**src/rtl/step_mon_pkg.sv**
```systemverilog
// Shared types and helpers for step_response_monitor and its band comparator.
package step_mon_pkg;

  typedef enum logic [1:0] {IDLE, ARMED, TRACK, DONE} state_t;

  // Extra bits that keep in_val - target from wrapping.
  localparam int ERR_EXT = 1;

  function automatic logic [31:0] sat_inc(input logic [31:0] cnt, input logic [31:0] max_val);
    return (cnt >= max_val) ? max_val : cnt + 32'd1;
  endfunction

endpackage

```
**src/rtl/band_compare.sv**
```systemverilog
// Registered |in_val - target| <= tol check on signed fixed-point values.
// The result is independent of the shared exponent, so other checkers can reuse it.
module band_compare
  import step_mon_pkg::*;
#(
  parameter int WIDTH = 16
) (
  input  logic             clk,
  input  logic             rst,
  input  logic [WIDTH-1:0] in_val,
  input  logic [WIDTH-1:0] target,
  input  logic [WIDTH-1:0] tol,
  output logic             in_band
);

  localparam int EW = WIDTH + ERR_EXT;

  logic signed [EW-1:0] err;
  logic signed [EW-1:0] abs_err;
  logic signed [EW-1:0] tol_ext;
  logic                 in_band_d;

  // A negative tolerance can never be met because abs_err is never negative.
  always_comb begin
    err       = $signed({{ERR_EXT{in_val[WIDTH-1]}}, in_val})
              - $signed({{ERR_EXT{target[WIDTH-1]}}, target});
    abs_err   = err[EW-1] ? -err : err;
    tol_ext   = $signed({{ERR_EXT{tol[WIDTH-1]}}, tol});
    in_band_d = (abs_err <= tol_ext);
  end

  always_ff @(posedge clk) begin
    if (rst) in_band <= 1'b0;
    else     in_band <= in_band_d;
  end

endmodule

```
**src/rtl/step_response_monitor.sv**
```systemverilog
// Settling-time monitor for an emulated analog output after a stimulus step.
// Optional feature macro: STEP_MON_PEAK_EN (tracks the signed peak of in_val).
module step_response_monitor
  import step_mon_pkg::*;
#(
  parameter int WIDTH       = 16,
  parameter int EXPONENT    = -12,
  parameter int HOLD_CYCLES = 4,
  parameter int TIMEOUT     = 1024,
  parameter int CNT_WIDTH   = 16
) (
  input  logic                 emu_clk,
  input  logic                 emu_rst,
  input  logic                 start,
  input  logic [WIDTH-1:0]     in_val,
  input  logic [WIDTH-1:0]     target,
  input  logic [WIDTH-1:0]     tol,
  output logic                 busy,
  output logic                 done,
  output logic                 settled,
  output logic [CNT_WIDTH-1:0] settle_time,
  output logic [WIDTH-1:0]     peak_val
);

  localparam int                   RUN_W     = $clog2(HOLD_CYCLES + 1);
  localparam logic [CNT_WIDTH-1:0] TIMEOUT_C = CNT_WIDTH'(TIMEOUT);
  localparam logic [RUN_W-1:0]     HOLD_C    = RUN_W'(HOLD_CYCLES);

  // Ports carry fractional fixed-point values; the counter must be able to report TIMEOUT.
  if (HOLD_CYCLES < 1 || TIMEOUT < 1 || TIMEOUT >= (1 << CNT_WIDTH) || EXPONENT > 0) begin : g_bad_params
    $error("step_response_monitor: invalid parameter set");
  end

  state_t               state;
  state_t               state_next;
  logic [WIDTH-1:0]     target_q;
  logic [WIDTH-1:0]     tol_q;
  logic [CNT_WIDTH-1:0] k;
  logic [CNT_WIDTH-1:0] k_inc;
  logic [CNT_WIDTH-1:0] k0;
  logic [CNT_WIDTH-1:0] k0_cur;
  logic [RUN_W-1:0]     run;
  logic [RUN_W-1:0]     run_inc;
  logic                 in_band;
  logic                 success;
  logic                 timeout_hit;

  band_compare #(.WIDTH(WIDTH)) u_band (
    .clk     (emu_clk),
    .rst     (emu_rst),
    .in_val  (in_val),
    .target  (target_q),
    .tol     (tol_q),
    .in_band (in_band)
  );

  // k0_cur covers HOLD_CYCLES=1, where success arrives before k0 is stored.
  always_comb begin
    k_inc       = CNT_WIDTH'(sat_inc(32'(k), 32'(TIMEOUT)));
    run_inc     = RUN_W'(sat_inc(32'(run), 32'(HOLD_CYCLES)));
    k0_cur      = (run == '0) ? k : k0;
    success     = (state == TRACK) && in_band && (run_inc == HOLD_C);
    timeout_hit = (state == TRACK) && !success && (k_inc == TIMEOUT_C);
  end

  always_ff @(posedge emu_clk) begin
    if (emu_rst) state <= IDLE;
    else         state <= state_next;
  end

  always_comb begin
    state_next = state;
    if (start) begin
      state_next = ARMED;
    end else begin
      case (state)
        ARMED:   state_next = TRACK;
        TRACK:   if (success || timeout_hit) state_next = DONE;
        default: state_next = state;
      endcase
    end
  end

  always_comb begin
    busy = (state == ARMED) || (state == TRACK);
  end

  always_ff @(posedge emu_clk) begin
    if (emu_rst) begin
      target_q    <= '0;
      tol_q       <= '0;
      k           <= '0;
      k0          <= '0;
      run         <= '0;
      done        <= 1'b0;
      settled     <= 1'b0;
      settle_time <= '0;
    end else if (start) begin
      target_q <= target;
      tol_q    <= tol;
      k        <= '0;
      k0       <= '0;
      run      <= '0;
      done     <= 1'b0;
      settled  <= 1'b0;
    end else if (state == TRACK) begin
      k <= k_inc;
      if (in_band) begin
        run <= run_inc;
        k0  <= k0_cur;
      end else begin
        run <= '0;
      end
      if (success) begin
        done        <= 1'b1;
        settled     <= 1'b1;
        settle_time <= k0_cur;
      end else if (timeout_hit) begin
        done        <= 1'b1;
        settled     <= 1'b0;
        settle_time <= TIMEOUT_C;
      end
    end
  end

`ifdef STEP_MON_PEAK_EN
  localparam logic [WIDTH-1:0] MOST_NEG = {1'b1, {(WIDTH-1){1'b0}}};

  logic [WIDTH-1:0] peak_q;

  // Every in_val seen while busy is a sample of the current measurement.
  always_ff @(posedge emu_clk) begin
    if (emu_rst)                                           peak_q <= '0;
    else if (start)                                        peak_q <= MOST_NEG;
    else if (busy && ($signed(in_val) > $signed(peak_q))) peak_q <= in_val;
  end

  assign peak_val = peak_q;
`else
  assign peak_val = '0;
`endif

endmodule

```
**config.mk**
```make
export PLATFORM = sky130hd
export DESIGN_NAME = step_response_monitor
export DESIGN_NICKNAME = d
export VERILOG_FILES = /design/src/rtl/step_mon_pkg.sv /design/src/rtl/band_compare.sv /design/src/rtl/step_response_monitor.sv
export SDC_FILE = /design/constraint.sdc
export NUM_CORES = 1
export LEC_CHECK = 0
export CORE_UTILIZATION = 54
export DETAILED_ROUTE_END_ITERATION = 10
export PLACE_DENSITY = 0.8
export SETUP_SLACK_MARGIN = 0.2
export SYNTH_ARGS = -nofsm -noshare
export SYNTH_HDL_FRONTEND = slang
export SYNTH_SLANG_ARGS = --single-unit
```
**constraint.sdc**
```tcl
create_clock -name emu_clk -period 5.3 [get_ports emu_clk]
set_input_delay 1.06 -clock emu_clk [delete_from_list [all_inputs] [get_ports emu_clk]]
set_output_delay 1.06 -clock emu_clk [all_outputs]
set_load 0.03 [all_outputs]
```
### Word-level counts from Yosys, hierarchy flattened

Index checks and enable logic that the tools add are counted.

* register bits: 88
* input port bits: 51

* $add $sub $neg: 4
* $lt $le $gt $ge: 3
* equality and inequality tests: 6
* multiplexer cells: 14
* bitwise logic cells: 1
* reduce and logical (&&, ||, !) cells: 17

Operator list (count)
* $mux 16: 4
* $le 17x16->1: 1
* $mux 17: 1
* $neg 17->17: 1
* $sub 16x16->17: 1
* $add 16x1->16 const B: 1
* $eq 16x11->1 const B: 1
* $ge 16x11->1 const B: 1
* $reduce_and 2->1: 4
* $mux 3: 2
* $mux 1: 5
* $logic_and 1x1->1: 4
* $pmux 2 s2: 1
* $reduce_bool 2->1: 2
* $add 3x1->3 const B: 1
* $eq 3x3->1 const B: 1
* $ge 3x3->1 const B: 1
* $logic_not 3->1: 1
* $ne 3x2->1 const B: 1
* $reduce_and 3->1: 1
* $reduce_bool 3->1: 1
* $eq 2x1->1 const B: 1
* $eq 2x2->1 const B: 1
* $logic_or 1x1->1: 2
* 5 further kinds: 5

### Longest topological paths before layout

* depth after elaboration: 11
* mapped depth: 21
* mapped depth without buffers: 20

### Modules after synthesis

A second synthesis with hierarchy kept.

* cells, all modules: 635
* area, all modules: 5382.7 um2

Modules (own cells, without submodules)
* step_response_monitor: instances 1, cells each 389, area each 3658.5 um2
* band_compare: instances 1, cells each 246, area each 1724.2 um2

### Worst setup path before layout

OpenSTA, ideal clock, no wires.

* path kind: input -> register
* from: in in_val[0]
* to: reg u_band.in_band
* setup time: 0.091 ns
* arrival: 4.397 ns
* data required time: 5.209 ns
* setup slack: 0.812 ns
* stages: 20
* buffers on the path: 1
* path through: inv_1 ha_1 fa_1 nor2b_1 o2111ai_1 a31oi_1 o41ai_2 nand2b_1 a31oi_1 buf_2 nor2_1 xnor2_1 ha_1 a21o_1 a21o_1 a21oi_1 a21oi_1 a211oi_1 o21ai_0 a311oi_1

* longest elaborated chain between the ends: 4

Ends and longest elaborated chain
* start: declaration: RTL line step_response_monitor.sv:15 `input logic [WIDTH-1:0] in_val,`
* $sub 16x16->17 (*): RTL line band_compare.sv:26 `- $signed({{ERR_EXT{target[WIDTH-1]}}, target});`
* $neg 17->17: RTL line band_compare.sv:27 `abs_err = err[EW-1] ? -err : err;`
* $mux 17 (*): RTL line band_compare.sv:27
* $le 17x16->1 (*): RTL line band_compare.sv:29 `in_band_d = (abs_err <= tol_ext);`
* end signal: assignment: RTL line band_compare.sv:34 `else in_band <= in_band_d;`
* end: declaration: RTL line band_compare.sv:13 `output logic in_band`

Every way passes the cells marked *; elsewhere a longest branch is shown, timed or not.
A chain may end at the register's enable or synchronous reset.

### Worst setup path in the final report

Ends and elaborated chain as after synthesis.

==> run_results.csv <==
group,metric,value,unit
outcome,status,"completed",
placement,gp_congestion,0.851,
sta,hold_viol_final,0,
global_route,grt_pass1_vias,4536,
layout,fill_cells,765,
power_and_ir_drop,power.density,269,mW/mm²
sta,slew-limit-headroom,0.263,
layout,nNetsFinal,796,
worst_setup_path,crit_buf_inv,3,
yosys,yosysMostFrequentCell,"nor2_1",
floorplanning,core-area,0.00942,mm²
worst_setup_path,max_stage_delay,0.46,ns
sta,fin_tns_setup,0,ns
yosys,yosysWarnings,0,
yosys,syn_area,0.00534,mm²
global_route,met3_usage,0.0455,
clock_network,cts.sinks,88,
worst_setup_path,slowest_stage,"clkdlybuf4s50_1",
placement,pre_cts_ws,-0.0281,ns
yosys,ys_ff_latch,88,
yosys,yosys.area.top_type,"dfxtp_1",
detailed_routing,wl_per_cell,13.8,µm
detailed_routing,wirelength,11600,µm
clock_network,clock-root-buffer,"clkbuf_8",
detailed_routing,ant_nets,0,
detailed_routing,drt-initial-drc-count,146,
sta,clock.fmax,0.207,GHz
sta,worst_pin_slew,1.11,ns
yosys,netlist_instances,650,
sta,post-route-period-util,0.911,
worst_setup_path,critPathKind,"in2reg",
detailed_routing,drc,0,
power_and_ir_drop,ir_worst_vdd,0.170,mV
placement,place_hpwl,8380,µm
job,max-cap-violations,0,
worst_setup_path,arrival,5.10,ns
sta,slew_violations,0,
yosys,synth_cell_types,65,
layout,n_antenna_cell,0,
worst_setup_path,critPathRequiredTime,5.57,ns
global_route,grt_usage,0.238,
worst_setup_path,end_kind,"flop",
sta,worst_slack,0.469,ns
sta,holdWs,0.467,ns
floorplanning,fp.dieH,101,µm
floorplanning,initial_utilization,0.567,
floorplanning,num_rows,35,
yosys,netlist.area_leader.share,0.330,
sta,setup_violations,0,
yosys,synth_commonest_cells,"nor2_1, dfxtp_1, mux2i_1",
worst_setup_path,cp_cell_sequence,"clkdlybuf4s50_1 -> inv_1 -> ha_1 -> fa_2 -> nor2b_2 -> o2111ai_2 -> a31oi_2 -> o41ai_2 -> nand2b_1 -> a31oi_1 -> buf_4 -> nor2_1 -> xnor2_1 -> ha_1 -> a21o_1 -> a21o_1 -> a21oi_1 -> a21oi_1 -> a211oi_1 -> o21ai_0 -> a311oi_1",
global_route,top_usage_layer,"met2",
clock_network,cts.htree.levels,3,
placement,port-buffer-count,69,
global_route,grtUsageMet2,0.447,
layout,drive_above_1_share,0.0635,
yosys,synth.avg_cell_area,8.22,µm²
sta,grt_setup_unrepaired,"false",
floorplanning,dieArea,0.0103,mm²
min_path,min_path_type,"reg2reg",
yosys,async_flop_share,0,
worst_setup_path,crit_family,"compound AO/OA/AOI/OAI gates",
layout,syn_to_final_growth,17.7,%
clock_network,path_clk_slew,0.09,ns
power_and_ir_drop,leakagePower,2.49,nW
global_route,grt_pass1_wl,19500,µm
sta,skew,0.0138,ns
global_route,grt_use_met1,0.261,
clock_network,cts_buffers,9,
detailed_routing,vias,4595,
yosys,synth_seq_area_share,0.330,
clock_network,cts_hold_buf,0,
worst_setup_path,setup.worst_path.start_class,"primary input",
clock_network,cts.path.max_buffers,2,
detailed_routing,drtPass1Iterations,4,
floorplanning,ios,86,
clock_network,tritoncts,"done",
global_route,globalRouteOverflowTotal,0,
floorplanning,die_w,101,µm
clock_network,clk_latency,0.37,ns
yosys,synth_edf_count,0,
global_route,antenna_found_initial,0,
detailed_routing,via_per_inst,5.48,
yosys,synthTopCellsByArea,"dfxtp_1, ha_1, nor2_1",
yosys,synth_flop_cell,"dfxtp_1",
global_route,grt_max_degree,52,
sta,layout_min_cycle_time,4.83,ns
worst_setup_path,critPathMaxFanout,9,
==> kinds of logic (layout without fill, tap and decap cells) <==
family          Yosys count  in the layout  synth area share
fa+ha+maj                41             41            0.0974
mux                      48             48            0.0900
buf+inv                  94            138            0.0801
flops                    88             88             0.330
compound gates          122            122             0.153
xor+xnor                 28             28            0.0473
simple gates            228            228             0.202
other cells               1             16          0.000702
==> worst reg2reg max path, stage by stage, from the launching register on <==
cell	delay, ns
dfxtp_1	0.34
inv_1	0.04
ha_1	0.37
and2_4	0.21
o21ai_1	0.24
a31oi_2	0.16
o41ai_2	0.38
nand2b_1	0.19
a31oi_1	0.09
buf_4	0.18
buf_4	0.14
a31oi_1	0.16
xnor2_1	0.17
ha_1	0.28
a21o_1	0.19
a21o_1	0.17
a211oi_1	0.25
o21ai_0	0.12
a311oi_1	0.25
==> cell usage in the layout (no fill, tap or decap), types with 3 or more instances in the layout <==
cell | Yosys | final
nor2_1 | 129 | 129
dfxtp_1 | 88 | 88
clkdlybuf4s50_1 | 0 | 67
mux2i_1 | 48 | 48
inv_1 | 47 | 47
ha_1 | 40 | 40
a21oi_1 | 39 | 39
nand2_1 | 25 | 25
a211oi_1 | 19 | 19
o21ai_0 | 18 | 18
xnor2_1 | 18 | 18
conb_1 | 1 | 16
nor3_1 | 10 | 10
clkbuf_8 | 0 | 10
xor2_1 | 9 | 9
and3_1 | 8 | 8
a21o_1 | 7 | 7
nor2b_1 | 8 | 7
a31oi_1 | 8 | 7
nand3_1 | 6 | 6
buf_4 | 16 | 6
o21a_1 | 5 | 5
nor4_1 | 5 | 5
nor3b_1 | 5 | 5
and2_1 | 5 | 5
nand2b_1 | 4 | 4
nand4_1 | 4 | 4
or2_2 | 3 | 3
o31a_1 | 3 | 3
==> area by class of cell <==
cell class | instances | area (µm²) | share of cell area
clock buffers | 10 | 138 | 0.0219
clock inverters | 6 | 97.6 | 0.0155
inverters | 47 | 176 | 0.0281
multi-input cells | 483 | 3230 | 0.513
flip-flops and latches | 88 | 1760 | 0.280
well taps | 129 | 161 | 0.0257
repair buffers | 75 | 726 | 0.115
==> per-layer routing <==
layer  share of wire  up-vias
met3           0.034       25
met5               0        -
met1            0.42     2151
met2            0.52      108
met4           0.023        0
li1                -     2311
==> report_power, final <==
| group | total, mW | internal (mW) | leakage (nW) | switching, mW |
|---|---|---|---|---|
| Sequential | 0.691 | 0.679 | 0.716 | 0.0111 |
| Clock | 0.543 | 0.286 | 0.119 | 0.257 |
| Combinational | 0.456 | 0.208 | 1.65 | 0.248 |
==> state kept, by name, summed over array words and instances, names as in the netlist <==
signal and flops:
done 1, run 3, target_q 16, settled 1
settle_time 16, state 2, k 16, k0 16
tol_q 16, u_band.in_band 1
==> stage by stage <==
step | total power, mW | instance area [µm²] | instances | util
6_report | 1.69 | 6290 | 838 | 0.668
3_5_place_dp | 1.15 | 6010 | 819 | 0.638
4_1_cts | 1.69 | 6250 | 835 | 0.663
2_1_floorplan | 1.05 | 5400 | 665 | -
5_1_grt | 1.79 | 6290 | 838 | 0.668
3_3_place_gp | 1.13 | 6010 | 819 | 0.638
==> final timing paths <==
kind,from,to,slack (ns),cells after the start
max,in_val[0],u_band.in_band,0.47,21
min,settled,settled,0.47,2
max reg2reg,target_q[4],u_band.in_band,1.27,18
min reg2reg,settled,settled,0.47,2
==> timing repair <==
action                                  CTS  global route
setup buffers                             0             3
endpoints found under the setup margin    0             1
resized for setup                         0             4
(Power assumes the default switching activity.)
